### config.mk
export PLATFORM = sky130hd
export DESIGN_NAME = dw_window_gen_3x3_flat
export DESIGN_NICKNAME = d
export VERILOG_FILES = /design/src/rtl/dw_window_gen_3x3_if.sv /design/src/rtl/dw_window_gen_3x3.sv /design/src/flat_wrapper.sv
export SDC_FILE = /design/constraint.sdc
export NUM_CORES = 2
export LEC_CHECK = 0
export CAP_MARGIN = 30
export CORE_AREA = 2 2 496 498
export CTS_CLUSTER_DIAMETER = 50
export DETAILED_ROUTE_END_ITERATION = 10
export DIE_AREA = 0 0 498 500
export DONT_BUFFER_PORTS = 1
export GPL_TIMING_DRIVEN = 0
export PLACE_DENSITY = 0.74
export SYNTH_ARGS = -nofsm -noshare
export SYNTH_HDL_FRONTEND = slang
export SYNTH_SLANG_ARGS = --single-unit
export TNS_END_PERCENT = 50
### constraint.sdc
create_clock -name clk -period 103.4 [get_ports clk]
set_input_delay 10.34 -clock clk [delete_from_list [all_inputs] [get_ports clk]]
set_output_delay 10.34 -clock clk [all_outputs]
set_load 0.005 [all_outputs]
### src/rtl/dw_window_gen_3x3_if.sv
// dw_window_gen_3x3_if: pixel stream in, 3x3xCH window stream out.
interface dw_window_gen_3x3_if #(
    parameter int CH    = 16,
    parameter int ACT_W = 8
);
    logic                     in_valid;
    logic                     in_sof;
    logic [CH*ACT_W-1:0]      in_pix;
    logic                     out_valid;
    logic [9*CH*ACT_W-1:0]    out_win;
    logic                     frame_done;
    modport master (output in_valid, in_sof, in_pix, input out_valid, out_win, frame_done);
    modport slave  (input in_valid, in_sof, in_pix, output out_valid, out_win, frame_done);
endinterface

### src/rtl/dw_window_gen_3x3.sv
// dw_window_gen_3x3: streaming stride-1 3x3xCH window generator with two line buffers.
module dw_window_gen_3x3 #(
    parameter int CH    = 16,
    parameter int ACT_W = 8,
    parameter int IMG_W = 8,
    parameter int IMG_H = 8
) (
    input logic              clk,
    input logic              rst,
    dw_window_gen_3x3_if.slave bus
);
    localparam int PW = CH * ACT_W;
    localparam int CW = $clog2(IMG_W);
    localparam int RW = $clog2(IMG_H);

    logic [CW-1:0]   col_q, col_d, col;
    logic [RW-1:0]   row_q, row_d, row;
    logic            col_wrap;
    logic [PW-1:0]   lb0_q [IMG_W];
    logic [PW-1:0]   lb1_q [IMG_W];
    logic [PW-1:0]   win_q [3][3];
    logic            out_valid_q, frame_done_q;
    logic [9*PW-1:0] win_flat;

    // A start-of-frame beat forces position (0,0) regardless of the counters.
    always_comb begin
        col      = bus.in_sof ? '0 : col_q;
        row      = bus.in_sof ? '0 : row_q;
        col_wrap = col == CW'(IMG_W - 1);
        col_d    = col_wrap ? '0 : col + 1'b1;
        row_d    = col_wrap ? (row == RW'(IMG_H - 1) ? '0 : row + 1'b1) : row;
    end

    always_ff @(posedge clk or posedge rst) begin
        if (rst) begin
            col_q        <= '0;
            row_q        <= '0;
            out_valid_q  <= 1'b0;
            frame_done_q <= 1'b0;
            win_q        <= '{default: '0};
        end else begin
            out_valid_q  <= bus.in_valid && row >= RW'(2) && col >= CW'(2);
            frame_done_q <= bus.in_valid && row == RW'(IMG_H - 1) && col_wrap;
            if (bus.in_valid) begin
                col_q <= col_d;
                row_q <= row_d;
                for (int r = 0; r < 3; r++) begin
                    win_q[r][0] <= win_q[r][1];
                    win_q[r][1] <= win_q[r][2];
                end
                win_q[0][2] <= lb1_q[col];
                win_q[1][2] <= lb0_q[col];
                win_q[2][2] <= bus.in_pix;
            end
        end
    end

    // Line buffers hold no reset: every entry is rewritten before it can reach a window.
    always_ff @(posedge clk) begin
        if (bus.in_valid) begin
            lb1_q[col] <= lb0_q[col];
            lb0_q[col] <= bus.in_pix;
        end
    end

    always_comb begin
        win_flat = '0;
        for (int c = 0; c < CH; c++)
            for (int k = 0; k < 9; k++)
                win_flat[c*9*ACT_W + k*ACT_W +: ACT_W] = win_q[k/3][k%3][c*ACT_W +: ACT_W];
    end

    assign bus.out_valid  = out_valid_q;
    assign bus.frame_done = frame_done_q;
    assign bus.out_win    = win_flat;
endmodule

### src/flat_wrapper.sv
// flat-port wrapper written by rule: the top's interface ports become plain ports
module dw_window_gen_3x3_flat 
#(
    parameter int CH    = 16,
    parameter int ACT_W = 8,
    parameter int IMG_W = 8,
    parameter int IMG_H = 8
)
  (clk, rst, bus_in_valid, bus_in_sof, bus_in_pix, bus_out_valid, bus_out_win, bus_frame_done);
  dw_window_gen_3x3_if #(.CH(CH), .ACT_W(ACT_W)) bus_i ();
  input logic clk;
  input logic rst;
  input wire logic [$bits(bus_i.in_valid)-1:0] bus_in_valid;
  input wire logic [$bits(bus_i.in_sof)-1:0] bus_in_sof;
  input wire logic [$bits(bus_i.in_pix)-1:0] bus_in_pix;
  output wire logic [$bits(bus_i.out_valid)-1:0] bus_out_valid;
  output wire logic [$bits(bus_i.out_win)-1:0] bus_out_win;
  output wire logic [$bits(bus_i.frame_done)-1:0] bus_frame_done;
  assign bus_i.in_valid = bus_in_valid;
  assign bus_i.in_sof = bus_in_sof;
  assign bus_i.in_pix = bus_in_pix;
  assign bus_out_valid = bus_i.out_valid;
  assign bus_out_win = bus_i.out_win;
  assign bus_frame_done = bus_i.frame_done;
  dw_window_gen_3x3 #(.CH(CH), .ACT_W(ACT_W), .IMG_W(IMG_W), .IMG_H(IMG_H)) u_core (.clk(clk), .rst(rst), .bus(bus_i));
endmodule
[Yosys cells after proc, flatten, opt, wreduce, memory -nomap -nowiden]
Memories as Yosys holds them, arrays and structs flattened. A register that Yosys moved wholly into a read port is not among the register bits.
Index checks and enable logic that the tools add are counted.
Storage, ports and cells
  input bits: 132
  memory bits (writable): 2048
  word-level logic and storage cells: 31
  memories kept: 2
  output and inout port bits: 1154
  flip-flop bits (word level): 1032
Memory list
  u_core.lb0_q: words 8, width 128, rd ports 1, clocked after Yosys merged registers in 0, wr ports 1, RTL line dw_window_gen_3x3.sv:19  | logic [PW-1:0] lb0_q [IMG_W];
  u_core.lb1_q: words 8, width 128, rd ports 1, clocked after Yosys merged registers in 1, wr ports 1, RTL line dw_window_gen_3x3.sv:20  | logic [PW-1:0] lb1_q [IMG_W];
Operators by class
  eq/ne operators: 2
  $add $sub $neg: 2
  mux-type cells: 7
  order comparisons: 2
  reductions and logical operators: 4
Operator list (count)
  $mux W3: 5
  $add A3 B1 Y3 const B: 2
  $eq A3 B3 Y1 const B: 2
  $ge A3 B2 Y1 const B: 2
  $logic_and A1 B1 Y1: 4
  $mux W1: 2

[Longest topological paths before layout]
  word-level depth: 4
  gate-level depth with buffers: 12
  depth with buffers taken out: 8

[Least setup slack after synthesis]
No wires, ideal clock.
  kind: input to register
  start point: input port bus_in_valid
  end point: memory u_core.lb0_q[0][0] in the netlist's numbering, enable pin
  setup slack: 80.492 ns
  setup time: 0.879 ns
  cell stages on the path: 6
  required time: 102.521 ns
  buffers on the path: 4
  arrival: 22.030 ns
  path through: buf_2 clkbuf_1 clkbuf_1 clkbuf_1 nand2_1 nor2_1
On the way
  cells in the longest elaborated chain, start to end: 2
Ends and longest elaborated chain
  from (decl): RTL line flat_wrapper.sv:13  | input wire logic [$bits(bus_i.in_valid)-1:0] bus_in_valid;
  $mux W1: RTL line dw_window_gen_3x3.sv:60  | if (bus.in_valid) begin
  $mux W1 (not written as such): RTL line dw_window_gen_3x3.sv:62  | lb0_q[col] <= bus.in_pix;
  to (decl): RTL line dw_window_gen_3x3.sv:19
Every way passes these cells.

[Worst setup path after layout]
  start point: input port bus_in_valid
  end point: memory u_core.lb0_q[4][75] in the netlist's numbering, enable pin
Same word-level chain as after synthesis.

==> results.sh <==
export IMPL_slowest_delay_ns=0.79
export IMPL_p_int_mw=2.42
export IMPL_hold_start="u_core.bus.out_win[442]"
export IMPL_arrival_ns=14.83
export IMPL_finalPower_mw=3.36
export IMPL_grt_pass1_vias=70111
export IMPL_tns_ns=0
export IMPL_met1_usage_pct=38.5
export IMPL_rsz0062_at_grt="false"
export IMPL_place_port_buffers=0
export IMPL_fp_coreArea_um2=244000
export IMPL_post_cts_buffers=0
export IMPL_cts_root_buf="clkbuf_16"
export IMPL_numCtsBuffers=350
export IMPL_synth_cell_type_count=38
export IMPL_area_growth_pct=14.8
export IMPL_gr_max_usage_layer="met2"
export IMPL_skew_ns=0.0883
export IMPL_io_pins=1286
export IMPL_syn_nets=7415
export IMPL_use_met3_pct=7.83
export IMPL_dpl_hpwl_um=267000
export IMPL_first_pass_iters=6
export IMPL_layout_common_cells="2048 x edfxtp_1, 1160 x dfrtp_1, 1026 x mux2_2"
export IMPL_drt_wirelength_per_cell_um=33.0
export IMPL_antenna_found_initial=51
export IMPL_drt_iter0_drc=8658
export IMPL_yosysWarnings=0
export IMPL_crit_buf_inv=10
export IMPL_cp_top_family="buffers and inverters"
export IMPL_die_y_um=500
export IMPL_period_minus_slack_ns=14.20
export IMPL_path_class="primary input to flip-flop"
export IMPL_path_cells="buf_2 > clkbuf_1 > buf_8 > clkbuf_1 > buf_8 > clkbuf_1 > nand2_1 > nor2_4 > buf_12 > buf_12 > buf_12 > buf_12"
export IMPL_reg2reg_from="u_core.col_q[0]"
export IMPL_syn_area_um2=123000
export IMPL_status="finished clean"
export IMPL_synthCells=7279
export IMPL_worstMarginPinSlew_ns=1.04
export IMPL_p_seq_share_pct=51.5
export IMPL_antenna_left=0
export IMPL_final_nets=7882
export IMPL_start_util_pct=50.2
export IMPL_die_w_um=498
export IMPL_fin_crit_sh_pct=13.7
export IMPL_via_count=70316
export IMPL_cp_start_kind="primary input"
export IMPL_synth_area_leaders="edfxtp_1 50%, dfrtp_1 24%, mux2_2 9.4%"
export IMPL_required_ns=104.03
export IMPL_mostFrequentLayoutCell="edfxtp_1"
export IMPL_finalHoldViolCount=0
export IMPL_drive_gt1_share_pct=26.1
export IMPL_holdCritPathClass="flip-flop to flip-flop"
export IMPL_cts_resized_gates=0
export IMPL_clkPwrFrac_pct=36.9
export IMPL_drc_errors=0
export IMPL_htree_num_levels=5
export IMPL_async_reset_ff_share_pct=36.2
export IMPL_net_switching_power_mw=0.937
export IMPL_synthFlopType="edfxtp_1"
export IMPL_nFillCells=17770
export IMPL_crit_start="bus_in_valid"
export IMPL_critical_path_slowest_cell="nor2_4"
export IMPL_clk_latency_ns=0.97
export IMPL_worst_setup_path_end_kind="flip-flop"
export IMPL_setup_viol=0
export IMPL_synth_seq_cells=3208
export IMPL_p_leak_nw=52.7
export IMPL_wl_um=373000
export IMPL_ys_seq_area_share_pct=73.8
export IMPL_yosysTopAreaCell="edfxtp_1"
export IMPL_die_area_um2=249000
export IMPL_grt_pass1_wl_um=520000
export IMPL_ir_drop_mv=0.0202
export IMPL_cts_hold_repair_buffers=0
export IMPL_relSlewSlack_pct=30.4
export IMPL_cts_buffer_depth=4
export IMPL_viasPerCell=6.23
export IMPL_overflow=0
export IMPL_max_cap_violations=0
export IMPL_drv_slew=0
export IMPL_worst_path_most_repeated_cell="buf_12"
export IMPL_final_util_pct=57.6
export IMPL_grt_total_usage_pct=29.2
export IMPL_pwr_density_cell_nw_per_um2=23.9
export IMPL_path_clk_slew_ns=0.06
export IMPL_grt_max_degree=140
export IMPL_synth_top_area_share_pct=50.1
export IMPL_rows=182
export IMPL_swShare_pct=27.9
export IMPL_pwr_share_comb_pct=11.6
export IMPL_cts_tree="built"
export IMPL_grt_use_met2_pct=44.3
export IMPL_synth_avg_cell_area_um2=16.9
export IMPL_fmax_mhz=70.4
export IMPL_cp_max_fo=26
export IMPL_place_gp_congestion=0.897
export IMPL_clock_sinks=3208
export IMPL_synth_edf_count=2048
## final timing paths
path	endpoint	slack [ns]	cells past startpoint
min	u_core.bus.out_win[434]	0.52	1
min in group asynchronous	u_core.bus.out_win[226]	9.39	1
max reg2reg	u_core.lb0_q[3][74]	98.91	12
max in group asynchronous	u_core.bus.out_win[1058]	91.52	4
min reg2reg	u_core.bus.out_win[434]	0.52	1
max	u_core.lb0_q[4][75]	89.20	12
## registers in the layout, summed over array words and instances (netlist names)
signal / count
u_core.lb0_q: 1024
u_core.bus.out_win: 1152
u_core.row_q: 3
u_core.col_q: 3
u_core.bus.out_valid: 1
u_core.lb1_q: 1024
u_core.bus.frame_done: 1
## cells in the mapped netlist, types with 100 or more instances
library cell,number
o32a_1,128
o22ai_1,156
nor2_1,141
inv_1,131
o22ai_2,100
o21ai_0,252
a21oi_1,130
nand3b_1,126
buf_2,162
a221oi_2,100
dfrtp_1,1160
a31oi_1,128
mux2i_1,640
nand2_1,516
clkbuf_1,241
mux2_2,1026
edfxtp_1,2048
## power by group through the flow
stage	Sequential, mW	Combinational [mW]	Clock, mW
finish	1.73	0.390	1.24
global route	1.74	0.414	1.30
CTS	1.73	0.386	1.25
detailed placement	1.75	0.383	0
global placement	1.77	0.353	0
floorplan	1.66	0.255	0
## area by class of cell
| cell class | count | area (um^2) | area share, % |
|---|---|---|---|
| Multi-Input combinational cell | 3495 | 29600 | 21.0 |
| Buffer | 444 | 2130 | 1.51 |
| Inverter | 132 | 503 | 0.357 |
| Clock buffer | 462 | 9760 | 6.93 |
| Sequential cell | 3208 | 90500 | 64.3 |
| Timing Repair Buffer | 115 | 2470 | 1.75 |
| Antenna cell | 42 | 105 | 0.0747 |
| Clock inverter | 168 | 1680 | 1.20 |
| Tap cell | 3220 | 4030 | 2.86 |
## worst register-to-register path, stage by stage, from the launching register on
cell,delay [ns]
dfrtp_1,0.32
buf_2,0.17
nand2b_1,0.08
buf_2,0.18
inv_2,0.18
buf_2,0.53
buf_2,0.43
nand2_1,0.35
nor2_4,0.84
buf_12,0.31
buf_12,0.24
buf_12,0.24
buf_12,0.28
## per-layer routing
layer,up-vias,share of wire (%)
met3,782,10
met5,-,0.027
li1,28699,-
met4,14,6.0
met2,4302,45
met1,36519,38
## cells by family (layout without fill, tap and decap cells)
group | after synthesis | in the layout | synth area share [%]
flip-flops | 3208 | 3208 | 73.8
multiplexers | 1666 | 1666 | 14.6
AO/OA/AOI/OAI | 1031 | 1031 | 6.55
AND/OR/NAND/NOR | 794 | 794 | 2.85
buffers and inverters | 576 | 1321 | 2.12
adder cells (fa/ha/maj) | 4 | 4 | 0.0408
other | 0 | 42 | 0
## per-stage QoR
stage | std cells | cell area, um^2 | setup slack, ns | hold slack (ns)
floorplan | 7279 | 123000 | 60.39 | 0.481
global route | 11249 | 141000 | 89.17 | 0.529
CTS | 11244 | 141000 | 89.37 | 0.521
detailed placement | 10614 | 129000 | 88.37 | 0.510
finish | 11286 | 141000 | 89.20 | 0.523
global placement | 10499 | 127000 | 47.73 | 0.490
Note: power is estimated with default switching activity, not from simulation.
